<file path="config.mk">
export PLATFORM = sky130hd
export DESIGN_NAME = fdiv_recip_table_gen_flat
export DESIGN_NICKNAME = d
export VERILOG_FILES = /design/src/rtl/fdiv_recip_table_gen_pkg.sv /design/src/rtl/fdiv_recip_table_gen_if.sv /design/src/rtl/fdiv_recip_table_gen_div.sv /design/src/rtl/fdiv_recip_table_gen.sv /design/src/flat_wrapper.sv
export SDC_FILE = /design/constraint.sdc
export NUM_CORES = 1
export LEC_CHECK = 0
export ABC_CLOCK_PERIOD_IN_PS = 5000
export BUFFER_PORTS_ARGS = -buffer_cell sky130_fd_sc_hd__buf_2
export CORE_MARGIN = 1.5
export CORE_UTILIZATION = 55
export CTS_BUF_LIST = sky130_fd_sc_hd__clkbuf_2
export CTS_CLUSTER_DIAMETER = 40
export DETAILED_ROUTE_END_ITERATION = 10
export PLACE_DENSITY = 0.74
export SLEW_MARGIN = 10
export SYNTH_ARGS = -nofsm -noshare
export SYNTH_HDL_FRONTEND = slang
export SYNTH_SLANG_ARGS = --single-unit
</file>
<file path="constraint.sdc">
create_clock -name clk -period 5 [get_ports clk]
set_input_delay 0.5 -clock clk [delete_from_list [all_inputs] [get_ports clk]]
set_output_delay 0.5 -clock clk [all_outputs]
set_load 0.005 [all_outputs]
</file>
<file path="src/rtl/fdiv_recip_table_gen_pkg.sv">
// Shared constants, entry layout and FSM states for the FDIV reciprocal table generator.
package fdiv_pkg;

    localparam int unsigned INITIAL_ADDR_WIDTH = 10;
    localparam int unsigned GRAD_W             = 13;
    localparam int unsigned CONST_W            = 23;
    localparam int unsigned DIV_CYCLES         = 26;
    localparam int unsigned DIVISOR_W          = 12;
    localparam int unsigned QUO_W              = 26;
    localparam int unsigned Q_W                = 25;

    typedef struct packed {
        logic [GRAD_W-1:0]  gradient;
        logic [CONST_W-1:0] constant;
    } fdiv_tbl_entry_t;

    typedef enum logic [1:0] {
        StIdle,
        StDiv,
        StWrite,
        StDone
    } fdiv_state_e;

endpackage

</file>
<file path="src/rtl/fdiv_recip_table_gen_if.sv">
// Control handshake and table RAM write port of the reciprocal table generator.
interface fdiv_recip_table_gen_if #(
    parameter int unsigned ADDR_W  = 10,
    parameter int unsigned ENTRY_W = 36
);
    logic               start;
    logic               busy;
    logic               done;
    logic               table_valid;
    logic               tbl_we;
    logic [ADDR_W-1:0]  tbl_addr;
    logic [ENTRY_W-1:0] tbl_wdata;

    modport master (
        input  start,
        output busy, done, table_valid, tbl_we, tbl_addr, tbl_wdata
    );

    modport slave (
        output start,
        input  busy, done, table_valid, tbl_we, tbl_addr, tbl_wdata
    );
endinterface

</file>
<file path="src/rtl/fdiv_recip_table_gen_div.sv">
// Radix-2 restoring divider computing floor(2^35 / divisor), one quotient bit per cycle, MSB first.
module recip_div_seq
    import fdiv_pkg::*;
(
    input  logic                 clk,
    input  logic                 rst_n,
    input  logic                 load,
    input  logic [DIVISOR_W-1:0] divisor,
    output logic [QUO_W-1:0]     quotient,
    output logic                 q_valid
);

    // Dividend bits above the quotient field seed the remainder; all lower dividend bits are zero.
    localparam logic [DIVISOR_W-1:0] InitRem = DIVISOR_W'(1 << (35 - QUO_W));

    logic [DIVISOR_W-1:0] div_q;
    logic [DIVISOR_W-1:0] rem_q;
    logic [QUO_W-1:0]     quo_q;
    logic [4:0]           cnt_q;
    logic                 run_q;
    logic                 valid_q;
    logic [DIVISOR_W:0]   shifted;
    logic                 fits;

    always_comb begin
        shifted = {rem_q, 1'b0};
        fits    = shifted >= {1'b0, div_q};
    end

    always_ff @(posedge clk) begin
        if (!rst_n) begin
            div_q   <= '0;
            rem_q   <= '0;
            quo_q   <= '0;
            cnt_q   <= '0;
            run_q   <= 1'b0;
            valid_q <= 1'b0;
        end else begin
            valid_q <= 1'b0;
            if (load) begin
                div_q <= divisor;
                rem_q <= InitRem;
                quo_q <= '0;
                cnt_q <= '0;
                run_q <= 1'b1;
            end else if (run_q) begin
                rem_q <= fits ? DIVISOR_W'(shifted - {1'b0, div_q}) : DIVISOR_W'(shifted);
                quo_q <= {quo_q[QUO_W-2:0], fits};
                cnt_q <= cnt_q + 5'd1;
                if (cnt_q == 5'(DIV_CYCLES - 1)) begin
                    run_q   <= 1'b0;
                    valid_q <= 1'b1;
                end
            end
        end
    end

    assign quotient = quo_q;
    assign q_valid  = valid_q;

endmodule

</file>
<file path="src/rtl/fdiv_recip_table_gen.sv">
// FDIV reciprocal seed table writer: one division per breakpoint, one RAM write per entry.
// Build option: FDIV_TABLE_ROUND_EN selects round-to-nearest Q instead of truncation.
module fdiv_recip_table_gen
    import fdiv_pkg::*;
#(
    parameter int unsigned ADDR_W  = INITIAL_ADDR_WIDTH,
    parameter int unsigned ENTRY_W = GRAD_W + CONST_W
) (
    input logic                  clk,
    input logic                  rst_n,
    fdiv_recip_table_gen_if.master bus
);

    localparam int unsigned Entries = 1 << ADDR_W;
    localparam logic [ADDR_W:0] LastK = Entries[ADDR_W:0];
    localparam logic [ADDR_W:0] KOne  = {{ADDR_W{1'b0}}, 1'b1};

    fdiv_state_e          state_q;
    logic [ADDR_W:0]      k_q;
    logic [ADDR_W:0]      k_next;
    logic [4:0]           div_cnt_q;
    logic [Q_W-1:0]       prev_q;
    logic [Q_W-1:0]       q_cur;
    logic [Q_W-1:0]       diff;
    logic [Q_W-1:0]       grad_sum;
    logic                 div_load;
    logic                 div_valid;
    logic [DIVISOR_W-1:0] divisor;
    logic [QUO_W-1:0]     q26;
    fdiv_tbl_entry_t      entry;

    logic                 busy_q;
    logic                 done_q;
    logic                 valid_q;
    logic                 we_q;
    logic [ADDR_W-1:0]    addr_q;
    logic [ENTRY_W-1:0]   wdata_q;

    always_comb begin
        k_next   = (state_q == StIdle) ? '0 : k_q + KOne;
        div_load = ((state_q == StIdle) && bus.start) || ((state_q == StWrite) && (k_q != LastK));
        divisor  = DIVISOR_W'(Entries + 32'(k_next));
`ifdef FDIV_TABLE_ROUND_EN
        q_cur    = Q_W'((q26 + QUO_W'(1)) >> 1);
`else
        q_cur    = Q_W'(q26 >> 1);
`endif
        // Slope uses unsaturated Q; only Q(0) = 2^24 exceeds the constant field.
        diff           = prev_q - q_cur;
        grad_sum       = diff + Q_W'(4);
        entry.gradient = GRAD_W'(grad_sum >> 3);
        entry.constant = (prev_q > Q_W'(24'hFFFFFF)) ? '1 : CONST_W'(prev_q);
    end

    recip_div_seq u_div (
        .clk      (clk),
        .rst_n    (rst_n),
        .load     (div_load),
        .divisor  (divisor),
        .quotient (q26),
        .q_valid  (div_valid)
    );

    always_ff @(posedge clk) begin
        if (!rst_n) begin
            state_q   <= StIdle;
            k_q       <= '0;
            div_cnt_q <= '0;
            prev_q    <= '0;
            busy_q    <= 1'b0;
            done_q    <= 1'b0;
            valid_q   <= 1'b0;
            we_q      <= 1'b0;
            addr_q    <= '0;
            wdata_q   <= '0;
        end else begin
            done_q <= 1'b0;
            we_q   <= 1'b0;
            unique case (state_q)
                StIdle: begin
                    if (bus.start) begin
                        state_q   <= StDiv;
                        k_q       <= '0;
                        div_cnt_q <= '0;
                        busy_q    <= 1'b1;
                        valid_q   <= 1'b0;
                    end
                end
                StDiv: begin
                    div_cnt_q <= div_cnt_q + 5'd1;
                    if (div_cnt_q == 5'(DIV_CYCLES - 1)) begin
                        state_q <= StWrite;
                    end
                end
                StWrite: begin
                    // k = 0 only primes prev_q; entry k-1 needs both Q(k-1) and Q(k).
                    if ((k_q != '0) && div_valid) begin
                        we_q    <= 1'b1;
                        addr_q  <= ADDR_W'(k_q - KOne);
                        wdata_q <= ENTRY_W'(entry);
                    end
                    prev_q    <= q_cur;
                    div_cnt_q <= '0;
                    if (k_q == LastK) begin
                        state_q <= StDone;
                    end else begin
                        k_q     <= k_next;
                        state_q <= StDiv;
                    end
                end
                StDone: begin
                    done_q  <= 1'b1;
                    valid_q <= 1'b1;
                    busy_q  <= 1'b0;
                    state_q <= StIdle;
                end
                default: state_q <= StIdle;
            endcase
        end
    end

    assign bus.busy        = busy_q;
    assign bus.done        = done_q;
    assign bus.table_valid = valid_q;
    assign bus.tbl_we      = we_q;
    assign bus.tbl_addr    = addr_q;
    assign bus.tbl_wdata   = wdata_q;

endmodule

</file>
<file path="src/flat_wrapper.sv">
// flat-port wrapper written by rule: the top's interface ports become plain ports
module fdiv_recip_table_gen_flat import fdiv_pkg::*;
#(
    parameter int unsigned ADDR_W  = INITIAL_ADDR_WIDTH,
    parameter int unsigned ENTRY_W = GRAD_W + CONST_W
)
  (clk, rst_n, bus_start, bus_busy, bus_done, bus_table_valid, bus_tbl_we, bus_tbl_addr, bus_tbl_wdata);
  fdiv_recip_table_gen_if #(.ADDR_W(ADDR_W), .ENTRY_W(ENTRY_W)) bus_i ();
  input logic clk;
  input logic rst_n;
  input wire logic [$bits(bus_i.start)-1:0] bus_start;
  output wire logic [$bits(bus_i.busy)-1:0] bus_busy;
  output wire logic [$bits(bus_i.done)-1:0] bus_done;
  output wire logic [$bits(bus_i.table_valid)-1:0] bus_table_valid;
  output wire logic [$bits(bus_i.tbl_we)-1:0] bus_tbl_we;
  output wire logic [$bits(bus_i.tbl_addr)-1:0] bus_tbl_addr;
  output wire logic [$bits(bus_i.tbl_wdata)-1:0] bus_tbl_wdata;
  assign bus_i.start = bus_start;
  assign bus_busy = bus_i.busy;
  assign bus_done = bus_i.done;
  assign bus_table_valid = bus_i.table_valid;
  assign bus_tbl_we = bus_i.tbl_we;
  assign bus_tbl_addr = bus_i.tbl_addr;
  assign bus_tbl_wdata = bus_i.tbl_wdata;
  fdiv_recip_table_gen #(.ADDR_W(ADDR_W), .ENTRY_W(ENTRY_W)) u_core (.clk(clk), .rst_n(rst_n), .bus(bus_i));
endmodule
</file>
==> out/results.ini <==
[clock_tree]
clkTransAtPathRegs_ns = 0.20
cts_hold_buf = 0
cts_buffers = 17
cts_root_buffer = clkbuf_2
cts-htree-levels = 4
clock_latency_ns = 0.75
post_cts_buffers = 0
cts_resized = 0
cts.sinks = 149
cts_tree = built
cts_buffer_depth = 2

[logic_synthesis]
synth_ff_type = dfxtp_1
synth-seq-cells = 149
synth-simple-area-share_pct = 20.38
synth_compound_area_share_pct = 16.74
synth_mux_area_share_pct = 4.279
synth_area_sq_mm = 0.007311
synthAdderAreaFrac_pct = 7.975
netlist_instances = 865
ys_warn_count = 0
synth_edf_count = 0
synth_top_family_by_area = simple AND/OR/NAND/NOR gates
synth_nets = 914
postSynthAreaPerCell_sq_um = 8.452
synthArstFlopShare_pct = 0
synth-xor-area-share_pct = 3.834
ys_seq_area_share_pct = 40.80
ys_types = 70

[worst_setup_path]
r2r_start = u_core.k_q[0]
r2r_setup_slack_ns = 2.18
critical_path_class = register to register
rr_worst_depth = 8
cp.required_ns = 5.66
r2r_end = u_core.u_div.div_q[6]
crit_arrival_ns = 3.48
start_kind = register
crit_fanout = 32
worst_setup_path_end_kind = register

[global_routing]
grt.busiest_layer = met2
antenna_found_initial = 0
grt.met3_usage_pct = 4.923
grt_use_total_pct = 23.83
grt_pass1_wl_um = 27190
grt_max_degree = 55
grt_use_met2_pct = 38.88
grt_pass1_vias = 5653
globalRouteOverflowTotal = 0
met1_usage_pct = 31.49

[die]
dieArea_sq_mm = 0.01399
initial_utilization_pct = 57.23
io_pins = 53
fp.dieW_um = 118.3
fp.dieH_um = 118.3
core_area_sq_mm = 0.01277
std_cell_rows = 41

[sta]
tns_ns = 0
grt_setup_unrepaired = false
worstMarginPinSlew_ns = 1.060
fin_crit_ns = 2.823
hold_viol = 0
post-route-period-util_pct = 56.47
max_freq_ghz = 0.3542
setup_violations = 0
slew_violations = 0
slew_headroom_pct = 29.35
finalClockSkew_ns = 0.02695

[min_path]
hold_end = u_core.div_cnt_q[3]
whs_path_depth = 4
min_from = bus_start
hp-class = primary input to register

[drt]
drt_wl_total_um = 16390
vias = 6132
vias_per_cell = 5.731
drtIter0Drc = 532
drt_pass1_iterations = 5
ant_nets = 0
post-route-drc-count = 0
wl_per_cell_um = 15.32

[place]
place_congestion = 0.8821
port-buffer-count = 52
dp_hpwl_um = 11360
dp.cells = 1038

[cells_and_area]
area_growth_pct = 7.034
layout-drive-gt1-share_pct = 12.03
fin_nets = 934
stdcell_count = 1070
final_common_cell = dfxtp_1
layout_common_cells = 148 x dfxtp_1, 95 x nand2_1, 91 x nor2_1
antennaDiodeCount = 0

[power]
p_leak_nw = 3.027
p_per_area_mw_per_mm2 = 302.6
vdd_drop_max_mv = 0.1589

[outcome]
outcome = completed

[run]
drv_cap = 0

## final cells by class
| class | count | area [sq um] |
|---|---|---|
| clock buffers | 18 | 90.09 |
| clock inverters | 14 | 181.4 |
| fillers | 1104 | 4949 |
| inverters | 41 | 153.9 |
| multi-input cells | 619 | 3902 |
| flip-flops and latches | 149 | 2984 |
| well taps | 172 | 215.2 |
| repair buffers | 57 | 297.8 |
## state kept, by name, indices dropped and copies added, names as in the netlist, 2 cells and up
| name | cells |
|---|---|
| u_core.bus.tbl_wdata | 36 |
| u_core.u_div.quotient | 26 |
| u_core.prev_q | 24 |
| u_core.u_div.div_q | 12 |
| u_core.u_div.rem_q | 12 |
| u_core.k_q | 11 |
| u_core.bus.tbl_addr | 10 |
| u_core.div_cnt_q | 5 |
| u_core.u_div.cnt_q | 5 |
| u_core.state_q | 2 |
## Yosys cell counts (6+ instances only)
| master | count | area, sq um |
|---|---|---|
| a211oi_1 | 15 | 112.6 |
| a21oi_1 | 55 | 275.3 |
| a31oi_1 | 7 | 43.79 |
| and3_1 | 8 | 50.05 |
| buf_1 | 6 | 22.52 |
| buf_2 | 10 | 50.05 |
| clkbuf_1 | 28 | 105.1 |
| dfxtp_1 | 149 | 2983 |
| ha_1 | 45 | 563.0 |
| inv_1 | 40 | 150.1 |
| mux2i_1 | 29 | 290.3 |
| nand2_1 | 95 | 356.6 |
| nand3_1 | 27 | 135.1 |
| nand4_1 | 7 | 43.79 |
| nor2_1 | 92 | 345.3 |
| nor3_1 | 60 | 300.3 |
| nor3b_1 | 6 | 45.04 |
| o211ai_1 | 7 | 52.55 |
| o21a_1 | 7 | 52.55 |
| o21ai_0 | 39 | 195.2 |
| o22ai_1 | 12 | 75.07 |
| xnor2_1 | 18 | 157.7 |
| xor2_1 | 14 | 122.6 |
## metal layers
layer	up-vias	share of wire, %	wire, um
met5	-	0	0
met4	0	1.8	301
met3	30	4.6	759
met2	154	46	7617
met1	2869	47	7709
li1	3079	-	-
## critical path, cell delays in order, from the launching register on
cell and delay (ns):
dfxtp_1 0.44, inv_1 0.10, ha_1 0.24, nor4b_2 0.27, nand4b_1 0.22, nand2_1 0.22
nand3_1 0.54, buf_4 0.48, o22ai_1 0.22
## per-stage QoR
step | hold slack [ns] | utilization [%] | setup slack (ns) | area (sq um) | total power [mW]
after floorplan | 0.4313 | - | 2.804 | 7311 | 1.547
after global placement | 0.4388 | 59.13 | 2.365 | 7553 | 1.613
after detailed placement | 0.4529 | 59.13 | 2.177 | 7553 | 1.622
after CTS | 0.1543 | 61.26 | 2.160 | 7825 | 2.377
after global routing | 0.1788 | 61.26 | 1.905 | 7825 | 2.475
final | 0.2056 | 61.26 | 2.177 | 7825 | 2.368
## worst max-delay path by stage
stage | slack, ns | startpoint | depth (start not counted) | to
floorplan | 2.80 | u_core.u_div.quotient[8] | 9 | u_core.bus.tbl_wdata[35]
global placement | 2.36 | u_core.state_q[1] | 7 | u_core.u_div.div_q[0]
detailed placement | 2.18 | u_core.state_q[1] | 7 | u_core.u_div.div_q[6]
CTS | 2.16 | u_core.k_q[0] | 8 | u_core.u_div.div_q[6]
global route | 1.91 | u_core.k_q[0] | 8 | u_core.u_div.q_valid
finish | 2.18 | u_core.k_q[0] | 8 | u_core.u_div.div_q[6]
## report_power, final
group | internal (mW) | total (mW) | switching, mW
registers | 1.21 | 1.23 | 0.0228
logic | 0.134 | 0.370 | 0.236
clock network | 0.327 | 0.764 | 0.437
total | 1.67 | 2.37 | 0.696
## cell families (layout without fill, tap and decap cells)
kind of cell / after synthesis / in the layout
adder cells (fa/ha/maj): 46 / 46
multiplexers: 31 / 31
XOR/XNOR: 32 / 32
AND/OR/NAND/NOR: 323 / 323
AO/OA/AOI/OAI: 187 / 187
buffers and inverters: 97 / 130
flip-flops: 149 / 149
Power figures use the tool's default switching activity.
